### src/rtl/pov_pkg.sv
// rtl/pov_pkg.sv - shared POV display types and default geometry
package pov_pkg;

  // Column geometry shared with the string loader and the display RAM
  localparam int POV_NUM_COLS_LOG2 = 6;
  localparam int POV_LED_W         = 8;

  // Scheduler state encoding
  typedef logic [2:0] pov_state_t;

  localparam pov_state_t ST_IDLE      = 3'd0;
  localparam pov_state_t ST_WAIT_SYNC = 3'd1;
  localparam pov_state_t ST_FETCH     = 3'd2;
  localparam pov_state_t ST_LATCH     = 3'd3;
  localparam pov_state_t ST_HOLD      = 3'd4;

endpackage

### src/rtl/pov_period_meter.sv
// rtl/pov_period_meter.sv - hall edge detect, rotation period measurement and noise filter
module pov_period_meter #(
  parameter int PER_W      = 24,
  parameter int MIN_PERIOD = 256
) (
  input  logic             clk,
  input  logic             rst,
  input  logic             hall_pulse,
  output logic             edge_ok,
  output logic [PER_W-1:0] period_reg,
  output logic             period_valid
);

  logic             hall_q;
  logic [PER_W-1:0] count;
  logic             hall_rise;

  // A rise closer than MIN_PERIOD to the last accepted one is treated as noise
  assign hall_rise = hall_pulse & ~hall_q;
  assign edge_ok   = hall_rise && (count >= PER_W'(MIN_PERIOD));

  // Count clocks between accepted edges; a saturated count means the rotor stalled
  always_ff @(posedge clk) begin
    if (rst) begin
      hall_q       <= 1'b0;
      count        <= '0;
      period_reg   <= '0;
      period_valid <= 1'b0;
    end else begin
      hall_q <= hall_pulse;
      if (edge_ok) begin
        period_reg   <= count;
        period_valid <= 1'b1;
        count        <= PER_W'(1);
      end else if (&count) begin
        period_valid <= 1'b0;
      end else begin
        count <= count + PER_W'(1);
      end
    end
  end

endmodule

### src/rtl/pov_column_scheduler.sv
// rtl/pov_column_scheduler.sv - splits each revolution into column slots and drives the LED bar
module pov_column_scheduler
  import pov_pkg::*;
#(
  parameter int NUM_COLS_LOG2 = POV_NUM_COLS_LOG2,
  parameter int LED_W         = POV_LED_W,
  parameter int PER_W         = 24,
  parameter int MIN_PERIOD    = 256
) (
  input  logic                     clk,
  input  logic                     rst,
  input  logic                     enable,
  input  logic                     hall_pulse,
  input  logic                     ram_busy,
  output logic                     ram_rd,
  output logic [NUM_COLS_LOG2-1:0] ram_addr,
  input  logic [LED_W-1:0]         ram_data,
  output logic [LED_W-1:0]         leds,
  output logic                     frame_start,
  output logic                     period_valid,
  output logic [NUM_COLS_LOG2-1:0] col_idx
);

  pov_state_t               state;
  logic [NUM_COLS_LOG2-1:0] col;
  logic [PER_W-1:0]         slot_cnt;
  logic [PER_W-1:0]         slot_len;
  logic [PER_W-1:0]         period_reg;
  logic                     edge_ok;
  logic                     abort;

  pov_period_meter #(
    .PER_W      (PER_W),
    .MIN_PERIOD (MIN_PERIOD)
  ) u_meter (
    .clk          (clk),
    .rst          (rst),
    .hall_pulse   (hall_pulse),
    .edge_ok      (edge_ok),
    .period_reg   (period_reg),
    .period_valid (period_valid)
  );

  // Losing the enable, the RAM or a trustworthy period all drop the display
  assign abort = ~enable | ram_busy | ~period_valid;

  // The read strobe is gated so the loader never sees a read while it owns the RAM
  assign ram_rd      = (state == ST_FETCH) & ~abort;
  assign ram_addr    = col;
  assign col_idx     = col;
  assign frame_start = (state == ST_FETCH) && (col == '0);

  // Column sequencing: abort beats resync, resync beats the normal slot walk
  always_ff @(posedge clk) begin
    if (rst) begin
      state    <= ST_IDLE;
      col      <= '0;
      slot_cnt <= '0;
      slot_len <= '0;
      leds     <= '0;
    end else if ((state != ST_IDLE) && abort) begin
      state <= ST_IDLE;
      leds  <= '0;
    end else if (state == ST_IDLE) begin
      leds <= '0;
      if (enable && period_valid && !ram_busy) begin
        state <= ST_WAIT_SYNC;
      end
    end else if (edge_ok) begin
      state    <= ST_FETCH;
      col      <= '0;
      slot_cnt <= '0;
    end else begin
      case (state)
        ST_WAIT_SYNC: ;
        ST_FETCH: begin
          // Slot length is frozen per column so a new period applies at the next boundary
          slot_len <= period_reg >> NUM_COLS_LOG2;
          slot_cnt <= slot_cnt + PER_W'(1);
          state    <= ST_LATCH;
        end
        ST_LATCH: begin
          leds     <= ram_data;
          slot_cnt <= slot_cnt + PER_W'(1);
          state    <= ST_HOLD;
        end
        ST_HOLD: begin
          if (slot_cnt >= slot_len - PER_W'(1)) begin
            if (&col) begin
              leds  <= '0;
              state <= ST_WAIT_SYNC;
            end else begin
              col      <= col + NUM_COLS_LOG2'(1);
              slot_cnt <= '0;
              state    <= ST_FETCH;
            end
          end else begin
            slot_cnt <= slot_cnt + PER_W'(1);
          end
        end
        default: state <= ST_IDLE;
      endcase
    end
  end

endmodule

### config.mk
export PLATFORM = sky130hd
export DESIGN_NAME = pov_column_scheduler
export DESIGN_NICKNAME = d
export VERILOG_FILES = /design/src/rtl/pov_pkg.sv /design/src/rtl/pov_period_meter.sv /design/src/rtl/pov_column_scheduler.sv
export SDC_FILE = /design/constraint.sdc
export NUM_CORES = 1
export LEC_CHECK = 0
export CORE_MARGIN = 2
export CORE_UTILIZATION = 55
export CTS_CLUSTER_DIAMETER = 30
export DETAILED_ROUTE_END_ITERATION = 7
export GPL_TIMING_DRIVEN = 0
export HOLD_SLACK_MARGIN = 0.02
export PLACE_DENSITY = 0.76
export SYNTH_ARGS = -nofsm -noshare
export SYNTH_HDL_FRONTEND = slang
export SYNTH_SLANG_ARGS = --single-unit
### constraint.sdc
create_clock -name clk -period 9.4 [get_ports clk]
set_clock_uncertainty 0.2 [all_clocks]
set_input_delay 1.41 -clock clk [delete_from_list [all_inputs] [get_ports clk]]
set_output_delay 1.41 -clock clk [all_outputs]
set_load 0.01 [all_outputs]
### Word level (Yosys, flattened, before mapping)

Index checks and enable logic that the tools add are counted.

| operators by class | value |
|---|---|
| add/subtract/negate cells | 4 |
| $lt $le $gt $ge | 2 |
| equality and inequality tests | 12 |
| multiplexer cells | 21 |
| bitwise operators | 11 |
| reduce and logical (&&, ||, !) cells | 25 |

Operators with widths:

| kind | count |
|---|---|
| $mux 24 | 3 |
| $add 24x1->24 const B | 2 |
| $pmux 24 s2 | 1 |
| $ge 24x24->1 | 1 |
| $ge 24x9->1 const B | 1 |
| $mux 6 | 4 |
| $reduce_and 24->1 | 1 |
| $sub 18x1->19 const B | 1 |
| $mux 8 | 2 |
| $pmux 8 s2 | 1 |
| $mux 3 | 4 |
| $pmux 3 s4 | 1 |
| $reduce_and 4->1 | 3 |
| $ne 2x2->1 const B | 4 |
| $ne 4x4->1 const B | 2 |
| $reduce_bool 2->1 | 4 |
| $not 1->1 | 7 |
| $add 6x1->6 const B | 1 |
| $eq 3x2->1 const B | 2 |
| $logic_not 6->1 | 1 |
| $reduce_and 6->1 | 1 |
| $reduce_bool 3->1 | 2 |
| $reduce_or 2->1 | 3 |
| $logic_and 1x1->1 | 5 |
| other kinds (13) | 18 |

| word-level totals | value |
|---|---|
| flip-flop bits (word level) | 109 |
| bits of input ports | 13 |
| output and inout port bits | 23 |
| word-level logic and storage cells | 85 |

### Depth between registers and ports, before layout

Gate-level depths: netlist of run 1.

| logic depth | value |
|---|---|
| depth after elaboration | 6 |
| mapped depth | 15 |
| gate-level depth less buffers | 14 |

### Hierarchy

A second synthesis of run 1 with hierarchy kept.

| second synthesis, totals | value |
|---|---|
| cell total of the unflattened synthesis | 731 |
| area total of the unflattened synthesis | 5,830.6 µm² |

By module, submodules not included:

| module | times used | cells each | area each (µm²) | seq. area each (µm²) |
|---|---|---|---|---|
| pov_column_scheduler | 1 | 471 | 3,612.2 | 1,181.1 |
| pov_period_meter | 1 | 260 | 2,218.4 | 1,001.0 |

### Least setup slack after synthesis of run 1

No wires, ideal clock.

| timing path | value |
|---|---|
| kind | reg-to-reg |
| from | reg slot_len[10] |
| to | reg slot_cnt[10] |
| library setup time | 0.057 ns |
| arrival time | 3.652 ns |
| data required time | 9.143 ns |
| path slack | 5.491 ns |
| cell stages (with the launch flop) | 15 |
| buffers on the path | 1 |
| period minus slack after synthesis | 3.909 ns |
| path through | dfxtp_1 or4_1 nor3_1 nand4_1 or3_1 ha_1 a211oi_2 o22ai_1 a31oi_1 nand3_2 o31a_1 or3_4 buf_6 nor4_1 a21o_1 |

| on the way | value |
|---|---|
| cells in the longest elaborated chain, start to end | 5 |
| elaborated cells between the ends (all ways) | 7 |
| those cells by class | add/sub: 1; order compare: 1; eq/ne: 1; mux: 3; reduce/logical: 1 |

RTL lines:

| what | RTL line | text |
|---|---|---|
| from (decl) | pov_column_scheduler.sv:27 | `logic [PER_W-1:0] slot_len;` |
| from (signal assigned) | pov_column_scheduler.sv:78 | `slot_len <= period_reg >> NUM_COLS_LOG2;` |
| $sub 18x1->19 (*) | pov_column_scheduler.sv:88 | `if (slot_cnt >= slot_len - PER_W'(1)) begin` |
| $ge 24x24->1 (*) | pov_column_scheduler.sv:88 |  |
| $mux 24 | pov_column_scheduler.sv:88 |  |
| $pmux 24 s2 | pov_column_scheduler.sv:74 | `case (state)` |
| $mux 24 | pov_column_scheduler.sv:69 | `end else if (edge_ok) begin` |
| to (signal assigned) | pov_column_scheduler.sv:79 | `slot_cnt <= slot_cnt + PER_W'(1);` |
| to (signal assigned) | pov_column_scheduler.sv:84 | `slot_cnt <= slot_cnt + PER_W'(1);` |
| to (signal assigned) | pov_column_scheduler.sv:98 | `slot_cnt <= slot_cnt + PER_W'(1);` |
| to (decl) | pov_column_scheduler.sv:26 | `logic [PER_W-1:0] slot_cnt;` |

Every way passes the cells marked *; elsewhere a longest branch is shown, timed or not.
A chain may end at the register's enable or synchronous reset.

### Final worst setup path of run 1

| timing path | value |
|---|---|
| from | reg slot_len[10] |
| to | reg slot_cnt[2] |

Same word-level chain as after synthesis.

==> summary.md, run 1 <==
Logic synthesis
- **count of unique library cells instantiated by Yosys** 56
- **post-synthesis register bit count** 103
- **Ys Warns** 0
- **synthesized cell area** 5420 um^2
- **leading cell type by number of instances after synthesis** sky130_fd_sc_hd__nand2_1
- **leading post-synthesis cells by cell area** sky130_fd_sc_hd__dfxtp_1 (38%), sky130_fd_sc_hd__nand2_1 (8.1%), sky130_fd_sc_hd__ha_1 (6.9%)
- **Synthesized Nets** 725
- **number of synthesized flops with an enable pin** 0
- **number of standard cells after synthesis** 682
- **post-synthesis cell type with the largest combined area** sky130_fd_sc_hd__dfxtp_1
- **sequential-to-total area share from yosys stat** 38.1%
- **leading register cell type out of synthesis** sky130_fd_sc_hd__dfxtp_1
- **area share of the leading cell type in the synthesized netlist** 38.1%
- **FFs w/ async S/R, synth** 0%
- **commonest cells in the netlist** sky130_fd_sc_hd__nand2_1 (117), sky130_fd_sc_hd__dfxtp_1 (103), sky130_fd_sc_hd__a21oi_1 (72), sky130_fd_sc_hd__nor2_1 (52), sky130_fd_sc_hd__ha_1 (30)
- **average cell area after synthesis** 7.94 um^2

GRT
- **met1 track utilization from global routing** 30.9%
- **layer carrying the most global-route usage** met2
- **GR Layer Usage met2** 44.3%
- **antenna violations before repair** 0
- **total routing resource utilization after global routing** 25.1%
- **wire length of the first global-routing pass** 21100 um
- **GR Layer Usage met3** 5.58%
- **via count of the first global-routing pass** 4648
- **GRT overflow** 0
- **pin count of the biggest net entering global routing** 18

STA
- **final total negative setup slack** 0 ns
- **setup repair after global routing missed its margin** false
- **Slew Viols, Final** 0
- **final clock period utilization by the worst path** 47.8%
- **headroom to the max-slew limit** 30.3%
- **post-route minimum period** 4.49 ns
- **final setup fails** 0
- **Post-Route Hold Slack** 0.261 ns
- **slew at the pin with the worst max-slew slack** 1.04 ns
- **worst setup slack after layout** 4.91 ns
- **hold violation count in the final report** 0
- **top achievable clock speed** 0.223 GHz

Clocking
- **Resized cells post-CTS** 0
- **library cell used as clock root buffer** sky130_fd_sc_hd__clkbuf_8
- **clock net sink count** 103
- **number of buffers inserted for hold repair after clock tree synthesis** 0
- **Clock H-tree levels** 3
- **source-to-sink clock delay at the later pin of the worst-skew pair** 0.38 ns
- **TritonCTS clock tree** built
- **post-CTS setup buffers** 0
- **largest buffer count on any clock path** 2
- **clock slew at the register clock pins of the worst setup and hold paths** 0.10 ns
- **TritonCTS buffer count** 9

Setup path
- **Worst Path Max Fanout** 10
- **depth of the worst register-to-register path** 13
- **origin of the critical flop-to-flop path** slot_len[10]$_SDFFE_PP0P_
- **Critical Path Source** slot_len[10]$_SDFFE_PP0P_
- **data arrival at the endpoint of the critical path** 4.59 ns
- **type of the worst setup path** reg -> reg
- **Critical Path Sink Type** flip-flop
- **Critical Path Start Type** flip-flop
- **worst endpoint required time** 9.50 ns

Finish
- **number of nets in the finished design** 770
- **Layout Cells excl Fill** 865
- **Syn-to-layout area delta** 12.7%
- **share of cells above drive strength 1** 5.74%
- **Finished Cell Area** 6110 um^2
- **number of antenna cells inserted** 0
- **largest registers ranked by flip-flop count** slot_cnt: 24 flops, u_meter.count: 24 flops
- **Core Util, Final** 63.0%

Power and ir drop
- **Pwr Total** 0.721 mW
- **cell leakage power** 2.20 nW
- **Switching Fraction** 23.6%
- **proportion of power drawn by combinational gates** 2.6%
- **part of the power in registers** 60.8%
- **Peak supply drop** 0.000103 V
- **power spent charging and discharging nets** 0.170 mW
- **P per Cell Area** 118 nW/um^2
- **relative contribution of the clock network to total power** 36.6%
- **Cell Int Power** 0.551 mW

Placed design
- **routability cong.** 0.907
- **worst-case setup slack after placement** 4.90 ns
- **area after detailed placement** 5920 um^2
- **number of input and output port buffers inserted** 34
- **final HPWL from detailed placement** 9410 um
- **number of cells in the design after placement** 849

Die
- **row count** 36
- **die area** 10700 um^2
- **area of the core region** 9680 um^2
- **DIE HEIGHT** 103 um
- **initial cell density of the core** 55.9%
- **DIE WIDTH** 103 um
- **top-level port count** 36

Detailed routing
- **wire length reported by the detailed router** 12400 um
- **Avg WL per Cell** 14.3 um
- **DRC Markers** 0
- **Starting DRT DRC Count** 205
- **vias per cell** 5.57
- **number of detailed-route iterations in the first pass** 5
- **vias post-DR** 4821
- **DRT antenna net count** 0

Min path
- **launch point of the worst hold path** u_meter.period_reg[10]$_SDFFE_PP0P_
- **class of the tightest hold or removal check** reg -> reg
- **Cells on Worst Hold Path** 2

Run status
- **run status** complete, no violations

Job
- **max-capacitance violation count** 0

[final cells by class]
type | instances | area [um^2]
Sequential cell | 103 | 2060
Clock buffer | 11 | 141
Buffer | 34 | 164
Multi-Input combinational cell | 528 | 3130
Timing Repair Buffer | 34 | 340
Inverter | 17 | 63.8
Clock inverter | 5 | 41.3
Tap cell | 133 | 166
Fill cell | 868 | 3580
[cells by family (layout without fill, tap and decap cells)]
kind of cell | after synthesis | count (layout) | share of synthesized area [%]
simple gates | 312 | 312 | 27.8
compound gates | 148 | 148 | 16.8
flops | 103 | 103 | 38.1
buf+inv | 51 | 101 | 4.20
xor+xnor | 37 | 37 | 5.98
fa+ha+maj | 30 | 30 | 6.93
mux | 1 | 1 | 0.208
[power by group through the flow]
stage          Clock [mW]  Sequential (mW)  Combinational (mW)
3_3_place_gp            0            0.448              0.0179
5_1_grt             0.289            0.439              0.0205
2_1_floorplan           0            0.448             0.00948
4_1_cts             0.270            0.439              0.0187
6_report            0.264            0.439              0.0186
3_5_place_dp            0            0.449              0.0186
[worst max-delay path: stages (launching register included)]
cell	delay (ns)
sky130_fd_sc_hd__dfxtp_1	0.37
sky130_fd_sc_hd__or4_1	0.58
sky130_fd_sc_hd__nor3_1	0.24
sky130_fd_sc_hd__nand4_1	0.19
sky130_fd_sc_hd__or3_1	0.49
sky130_fd_sc_hd__ha_1	0.36
sky130_fd_sc_hd__nand4_1	0.18
sky130_fd_sc_hd__nor4_1	0.47
sky130_fd_sc_hd__a21boi_2	0.30
sky130_fd_sc_hd__or2_2	0.16
sky130_fd_sc_hd__a41o_1	0.36
sky130_fd_sc_hd__buf_2	0.29
sky130_fd_sc_hd__nand2_1	0.08
sky130_fd_sc_hd__a31oi_1	0.15
[per-layer routing]
layer | vias up | share of wire, % | wire [um]
met2 | 96 | 49 | 6070
met1 | 2231 | 44 | 5500
met4 | 0 | 1.8 | 218
li1 | 2478 | - | -
met3 | 16 | 4.7 | 580
met5 | - | 0 | 0
[path summary, 6_finish.rpt]
check	end	slack (ns)
max	slot_cnt[2]$_SDFFE_PP0P_	4.91
min reg2reg	u_meter.period_reg[10]$_SDFFE_PP0P_	0.26
max reg2reg	slot_cnt[2]$_SDFFE_PP0P_	4.91
min	u_meter.period_reg[10]$_SDFFE_PP0P_	0.26
[placed cells by master, fill, tap and decap left out, drive strengths merged, types with 9 or more instances in the layout]
cell type / netlist / final
a21oi: 72 / 72
and3: 9 / 9
buf: 12 / 12
clkbuf: 22 / 33
clkdlybuf4s50: 0 / 34
dfxtp: 103 / 103
ha: 30 / 30
inv: 17 / 19
nand2: 117 / 117
nand2b: 11 / 11
nand3: 27 / 27
nand3b: 9 / 9
nand4: 14 / 14
nor2: 52 / 52
nor2b: 10 / 10
nor3: 23 / 23
nor4: 14 / 14
o21ai: 26 / 26
or3: 15 / 15
xnor2: 25 / 25
xor2: 12 / 12
(Power assumes the default switching activity.)
==> run 2, diff against run 1 <==
Clock period 9.4 ns to 4.4 ns, I/O delays scaled along.
==> run 2 against run 1 <==
Critical path depth up 1. Final cell count decreased by 0.12%. Utilization up 0.49 points. Setup slack got worse by 4.7 ns. Wire length increased by 0.43%. Sequential share of layout area down 0.24 points. Count of clock-buffer cells in the layout unchanged. Design area up 0.78%. Maximum frequency up 6.5%. Sequential power up 110%. Highest routed layer unchanged.
==> summary.md, run 2 (synthesis gave the netlist of run 1 again) <==
Run status
- **run status** complete, no violations

Setup path
- **type of the worst setup path** reg -> reg
- **Critical Path Sink Type** flip-flop
- **worst endpoint required time** 4.53 ns
- **Critical Path Start Type** flip-flop
- **data arrival at the endpoint of the critical path** 4.35 ns
- **Worst Path Max Fanout** 10

Placed design
- **number of cells in the design after placement** 849
- **number of input and output port buffers inserted** 34
- **final HPWL from detailed placement** 9410 um
- **routability cong.** 0.907

Die
- **area of the core region** 9680 um^2
- **die area** 10700 um^2
- **top-level port count** 36
- **initial cell density of the core** 55.9%
- **DIE HEIGHT** 103 um
- **row count** 36
- **DIE WIDTH** 103 um

Clocking
- **clock slew at the register clock pins of the worst setup and hold paths** 0.10 ns
- **TritonCTS clock tree** built
- **library cell used as clock root buffer** sky130_fd_sc_hd__clkbuf_8
- **largest buffer count on any clock path** 2
- **TritonCTS buffer count** 9
- **source-to-sink clock delay at the later pin of the worst-skew pair** 0.38 ns
- **clock net sink count** 103
- **Clock H-tree levels** 3
- **post-CTS setup buffers** 0
- **number of buffers inserted for hold repair after clock tree synthesis** 0

GRT
- **wire length of the first global-routing pass** 21100 um
- **antenna violations before repair** 0
- **via count of the first global-routing pass** 4663
- **GRT overflow** 0
- **pin count of the biggest net entering global routing** 18
- **total routing resource utilization after global routing** 25.1%

STA
- **setup repair after global routing missed its margin** true
- **Slew Viols, Final** 0
- **headroom to the max-slew limit** 26.2%
- **top achievable clock speed** 0.237 GHz
- **hold violation count in the final report** 0
- **final setup fails** 0
- **Post-Route Hold Slack** 0.261 ns
- **post-route minimum period** 4.21 ns
- **slew at the pin with the worst max-slew slack** 1.10 ns
- **final clock period utilization by the worst path** 95.8%

Finish
- **largest registers ranked by flip-flop count** slot_cnt: 24 flops, u_meter.count: 24 flops
- **Core Util, Final** 63.5%
- **most common cell after layout, fill and taps aside** sky130_fd_sc_hd__nand2_1
- **commonest non-fill, non-tap cells in the layout** sky130_fd_sc_hd__nand2_1 (117), sky130_fd_sc_hd__dfxtp_1 (102), sky130_fd_sc_hd__a21oi_1 (72)
- **Layout Cells excl Fill** 864
- **number of nets in the finished design** 769
- **share of cells above drive strength 1** 6.84%
- **number of antenna cells inserted** 0
- **Syn-to-layout area delta** 13.6%

Power and ir drop
- **Peak supply drop** 0.000217 V
- **cell leakage power** 2.20 nW
- **P per Cell Area** 251 nW/um^2

Detailed routing
- **vias post-DR** 4850
- **Avg WL per Cell** 14.4 um
- **Starting DRT DRC Count** 212
- **DRC Markers** 0
- **wire length reported by the detailed router** 12400 um
- **vias per cell** 5.61
- **DRT antenna net count** 0
- **number of detailed-route iterations in the first pass** 5

Job
- **max-capacitance violation count** 0

Min path
- **class of the tightest hold or removal check** reg -> reg

-- run 2: cell types whose count changed in the layout (fill, tap and decap cells not counted), sizes merged --
| cell | before | now |
|---|---|---|
| buf | 12 | 11 |
-- run 2: final cells by class --
class / count / area, um^2
Fill cell: 856 / 3530
Multi-Input combinational cell: 528 / 3180
Sequential cell: 103 / 2060
Timing Repair Buffer: 34 / 340
Tap cell: 133 / 166
Buffer: 33 / 159
Clock buffer: 11 / 141
Inverter: 17 / 63.8
Clock inverter: 5 / 41.3
-- run 2: repair_timing --
item                                    in CTS  in global routing
pin swaps                                    0                  1
resized for setup                            2                  9
endpoints found under the setup margin      22                 37
-- run 2: path summary, 6_finish.rpt --
kind | cells after the start | slack, ns | end | start
worst max register to register | 14 | 0.19 | slot_cnt[11]$_SDFFE_PP0P_ | slot_len[10]$_SDFFE_PP0P_
worst max-delay path | 14 | 0.19 | slot_cnt[11]$_SDFFE_PP0P_ | slot_len[10]$_SDFFE_PP0P_
worst min register to register | 2 | 0.26 | slot_len[0]$_SDFFE_PP0P_ | u_meter.period_reg[6]$_SDFFE_PP0P_
worst min-delay path | 2 | 0.26 | slot_len[0]$_SDFFE_PP0P_ | u_meter.period_reg[6]$_SDFFE_PP0P_
-- run 2: power by group --
part / switching, mW / internal, mW
Sequential: 0.00244 / 0.934
Combinational: 0.0236 / 0.0160
Clock: 0.338 / 0.228
-- run 2: layer usage --
layer	up-vias	wire (um)	global-route usage (%)
met2	113	6120	44.3
li1	2482	-	-
met5	-	0	0
met3	13	665	5.58
met1	2242	5460	30.8
met4	0	177	7.39
-- run 2: critical path, cell delays in order, from the launching register on --
cell	delay (ns)
sky130_fd_sc_hd__dfxtp_2	0.36
sky130_fd_sc_hd__or4_4	0.55
sky130_fd_sc_hd__nor3_2	0.15
sky130_fd_sc_hd__nand4_1	0.18
sky130_fd_sc_hd__or3_4	0.42
sky130_fd_sc_hd__ha_1	0.32
sky130_fd_sc_hd__a211oi_2	0.22
sky130_fd_sc_hd__o22ai_1	0.11
sky130_fd_sc_hd__a31oi_1	0.22
sky130_fd_sc_hd__nand3_2	0.18
sky130_fd_sc_hd__o31a_1	0.35
sky130_fd_sc_hd__or3_4	0.39
sky130_fd_sc_hd__buf_6	0.17
sky130_fd_sc_hd__nor3_1	0.23
sky130_fd_sc_hd__a21o_1	0.11
-- run 2: per-stage QoR --
stage / setup WS (ns) / TNS (ns) / power (mW) / instance area [um^2]
final: 0.187 / 0 / 1.54 / 6150
after global routing: -0.0184 / -0.0314 / 1.60 / 6150
after CTS: 0.0202 / 0 / 1.55 / 6120
after detailed placement: -0.103 / -0.828 / 0.998 / 5920
after global placement: 0.0156 / 0 / 0.996 / 5920
after floorplan: 0.491 / 0 / 0.978 / 5420
==> run 3, diff against run 2 <==
Clock period 4.4 ns to 3.91 ns, I/O delays scaled along.
==> run 3 against run 2 <==
The flow now finishes with violations (negative setup slack). Global-route usage grew 1.6 points. Power up 13%. Sequential cell count unchanged. Critical path type unchanged. Register-to-register slack got worse by 0.32 ns. Sequential share of layout area down 2.2 points. Sequential power grew 12%. Wire length grew 8.6%. Critical path depth increased by 1. Clock power rose by 13%. Critical endpoint is now slot_cnt[4]$_SDFFE_PP0P_. Die area is the same. Count of clock-buffer cells in the layout unchanged.
==> summary.md, run 3 (synthesis gave the netlist of run 1 again) <==
Finish
- **Syn-to-layout area delta** 22.2%
- **largest registers ranked by flip-flop count** slot_cnt: 24 flops, u_meter.count: 24 flops
- **share of cells above drive strength 1** 13.4%
- **Layout Cells excl Fill** 886
- **Core Util, Final** 68.4%
- **Finished Cell Area** 6620 um^2
- **number of nets in the finished design** 791
- **most common cell after layout, fill and taps aside** sky130_fd_sc_hd__nand2_1
- **number of antenna cells inserted** 0
- **commonest non-fill, non-tap cells in the layout** sky130_fd_sc_hd__nand2_1 (117), sky130_fd_sc_hd__dfxtp_1 (99), sky130_fd_sc_hd__a21oi_1 (65)

Clocking
- **TritonCTS clock tree** built
- **clock net sink count** 103
- **number of buffers inserted for hold repair after clock tree synthesis** 0
- **library cell used as clock root buffer** sky130_fd_sc_hd__clkbuf_8
- **Clock H-tree levels** 3
- **source-to-sink clock delay at the later pin of the worst-skew pair** 0.38 ns
- **clock slew at the register clock pins of the worst setup and hold paths** 0.10 ns
- **largest buffer count on any clock path** 2
- **TritonCTS buffer count** 9

Die
- **DIE WIDTH** 103 um
- **area of the core region** 9680 um^2
- **die area** 10700 um^2
- **DIE HEIGHT** 103 um
- **initial cell density of the core** 55.9%
- **top-level port count** 36
- **row count** 36

Power and ir drop
- **P per Cell Area** 262 nW/um^2
- **Peak supply drop** 0.000247 V
- **cell leakage power** 2.38 nW
- **Pwr Total** 1.74 mW

Run status
- **violations in the final reports** negative setup slack
- **run status** finished with violations

STA
- **Post-Route Hold Slack** 0.258 ns
- **headroom to the max-slew limit** 25.4%
- **final setup fails** 24
- **worst setup slack after layout** -0.138 ns
- **setup repair after global routing missed its margin** true
- **slew at the pin with the worst max-slew slack** 1.11 ns
- **final clock period utilization by the worst path** 104%
- **top achievable clock speed** 0.247 GHz
- **post-route minimum period** 4.05 ns
- **Slew Viols, Final** 0
- **hold violation count in the final report** 0

Detailed routing
- **wire length reported by the detailed router** 13500 um
- **Avg WL per Cell** 15.2 um
- **DRT antenna net count** 0
- **DRC Markers** 0
- **Starting DRT DRC Count** 201
- **vias per cell** 5.62
- **number of detailed-route iterations in the first pass** 4
- **vias post-DR** 4976

Placed design
- **number of input and output port buffers inserted** 34
- **routability cong.** 0.907
- **final HPWL from detailed placement** 9410 um
- **area after detailed placement** 5920 um^2
- **number of cells in the design after placement** 849

Setup path
- **Critical Path Sink Type** flip-flop
- **data arrival at the endpoint of the critical path** 4.14 ns
- **Critical Path Start Type** flip-flop
- **type of the worst setup path** reg -> reg
- **worst endpoint required time** 4.00 ns
- **Worst Path Max Fanout** 6

GRT
- **total routing resource utilization after global routing** 26.8%
- **antenna violations before repair** 0
- **wire length of the first global-routing pass** 22400 um
- **via count of the first global-routing pass** 4896
- **GRT overflow** 0
- **pin count of the biggest net entering global routing** 18

Min path
- **class of the tightest hold or removal check** reg -> reg

Job
- **max-capacitance violation count** 0

run 3: worst max-delay path: stages, from the launching register on:
cell,delay (ns)
sky130_fd_sc_hd__dfxtp_4,0.35
sky130_fd_sc_hd__or4_4,0.53
sky130_fd_sc_hd__nor3_4,0.14
sky130_fd_sc_hd__nand4_1,0.13
sky130_fd_sc_hd__or3_4,0.46
sky130_fd_sc_hd__ha_4,0.28
sky130_fd_sc_hd__nand4_1,0.19
sky130_fd_sc_hd__o22ai_1,0.11
sky130_fd_sc_hd__a31oi_1,0.22
sky130_fd_sc_hd__nand3_2,0.15
sky130_fd_sc_hd__o31a_1,0.33
sky130_fd_sc_hd__or3_4,0.39
sky130_fd_sc_hd__buf_8,0.17
sky130_fd_sc_hd__buf_6,0.13
sky130_fd_sc_hd__buf_6,0.11
sky130_fd_sc_hd__o32ai_2,0.08
run 3: stage by stage:
stage | TNS [ns] | worst slack, ns
global placement | -14.28 | -0.474
CTS | -5.04 | -0.212
detailed placement | -18.34 | -0.593
floorplan | 0 | 0.000635
finish | -1.77 | -0.138
global route | -8.53 | -0.361
run 3: timing repair:
action	4_1_cts	5_1_grt
endpoints found under the setup margin	39	40
resized for setup	55	19
pin swaps	21	17
setup buffers	19	1
cloned	2	0
run 3: worst paths after layout:
| kind | from | endpoint | slack, ns | cells past startpoint |
|---|---|---|---|---|
| max reg2reg | slot_len[11]$_SDFFE_PP0P_ | slot_cnt[4]$_SDFFE_PP0P_ | -0.14 | 15 |
| min | u_meter.period_reg[16]$_SDFFE_PP0P_ | slot_len[10]$_SDFFE_PP0P_ | 0.26 | 2 |
| min reg2reg | u_meter.period_reg[16]$_SDFFE_PP0P_ | slot_len[10]$_SDFFE_PP0P_ | 0.26 | 2 |
| max | slot_len[11]$_SDFFE_PP0P_ | slot_cnt[4]$_SDFFE_PP0P_ | -0.14 | 15 |
run 3: power by group:
part	leakage [nW]	internal, mW	switching [mW]
combinational	1.45	0.0180	0.0270
clock	0.0918	0.256	0.382
sequential	0.833	1.05	0.00275
run 3: layer usage:
layer	vias up	GRT usage, %	part of all wire, %	wire length, um
li1	2525	-	-	-
met1	2315	32.0	44	5880
met2	108	47.8	50	6790
met3	28	5.91	3.9	529
met4	0	8.81	2.1	290
met5	-	0	0	0
run 3: cell type report:
class | instances | area, um^2
multi-input cells | 528 | 3380
fillers | 771 | 3060
flip-flops and latches | 103 | 2070
repair buffers | 55 | 567
plain buffers | 34 | 186
well taps | 133 | 166
clock buffers | 11 | 141
inverters | 17 | 63.8
clock inverters | 5 | 41.3
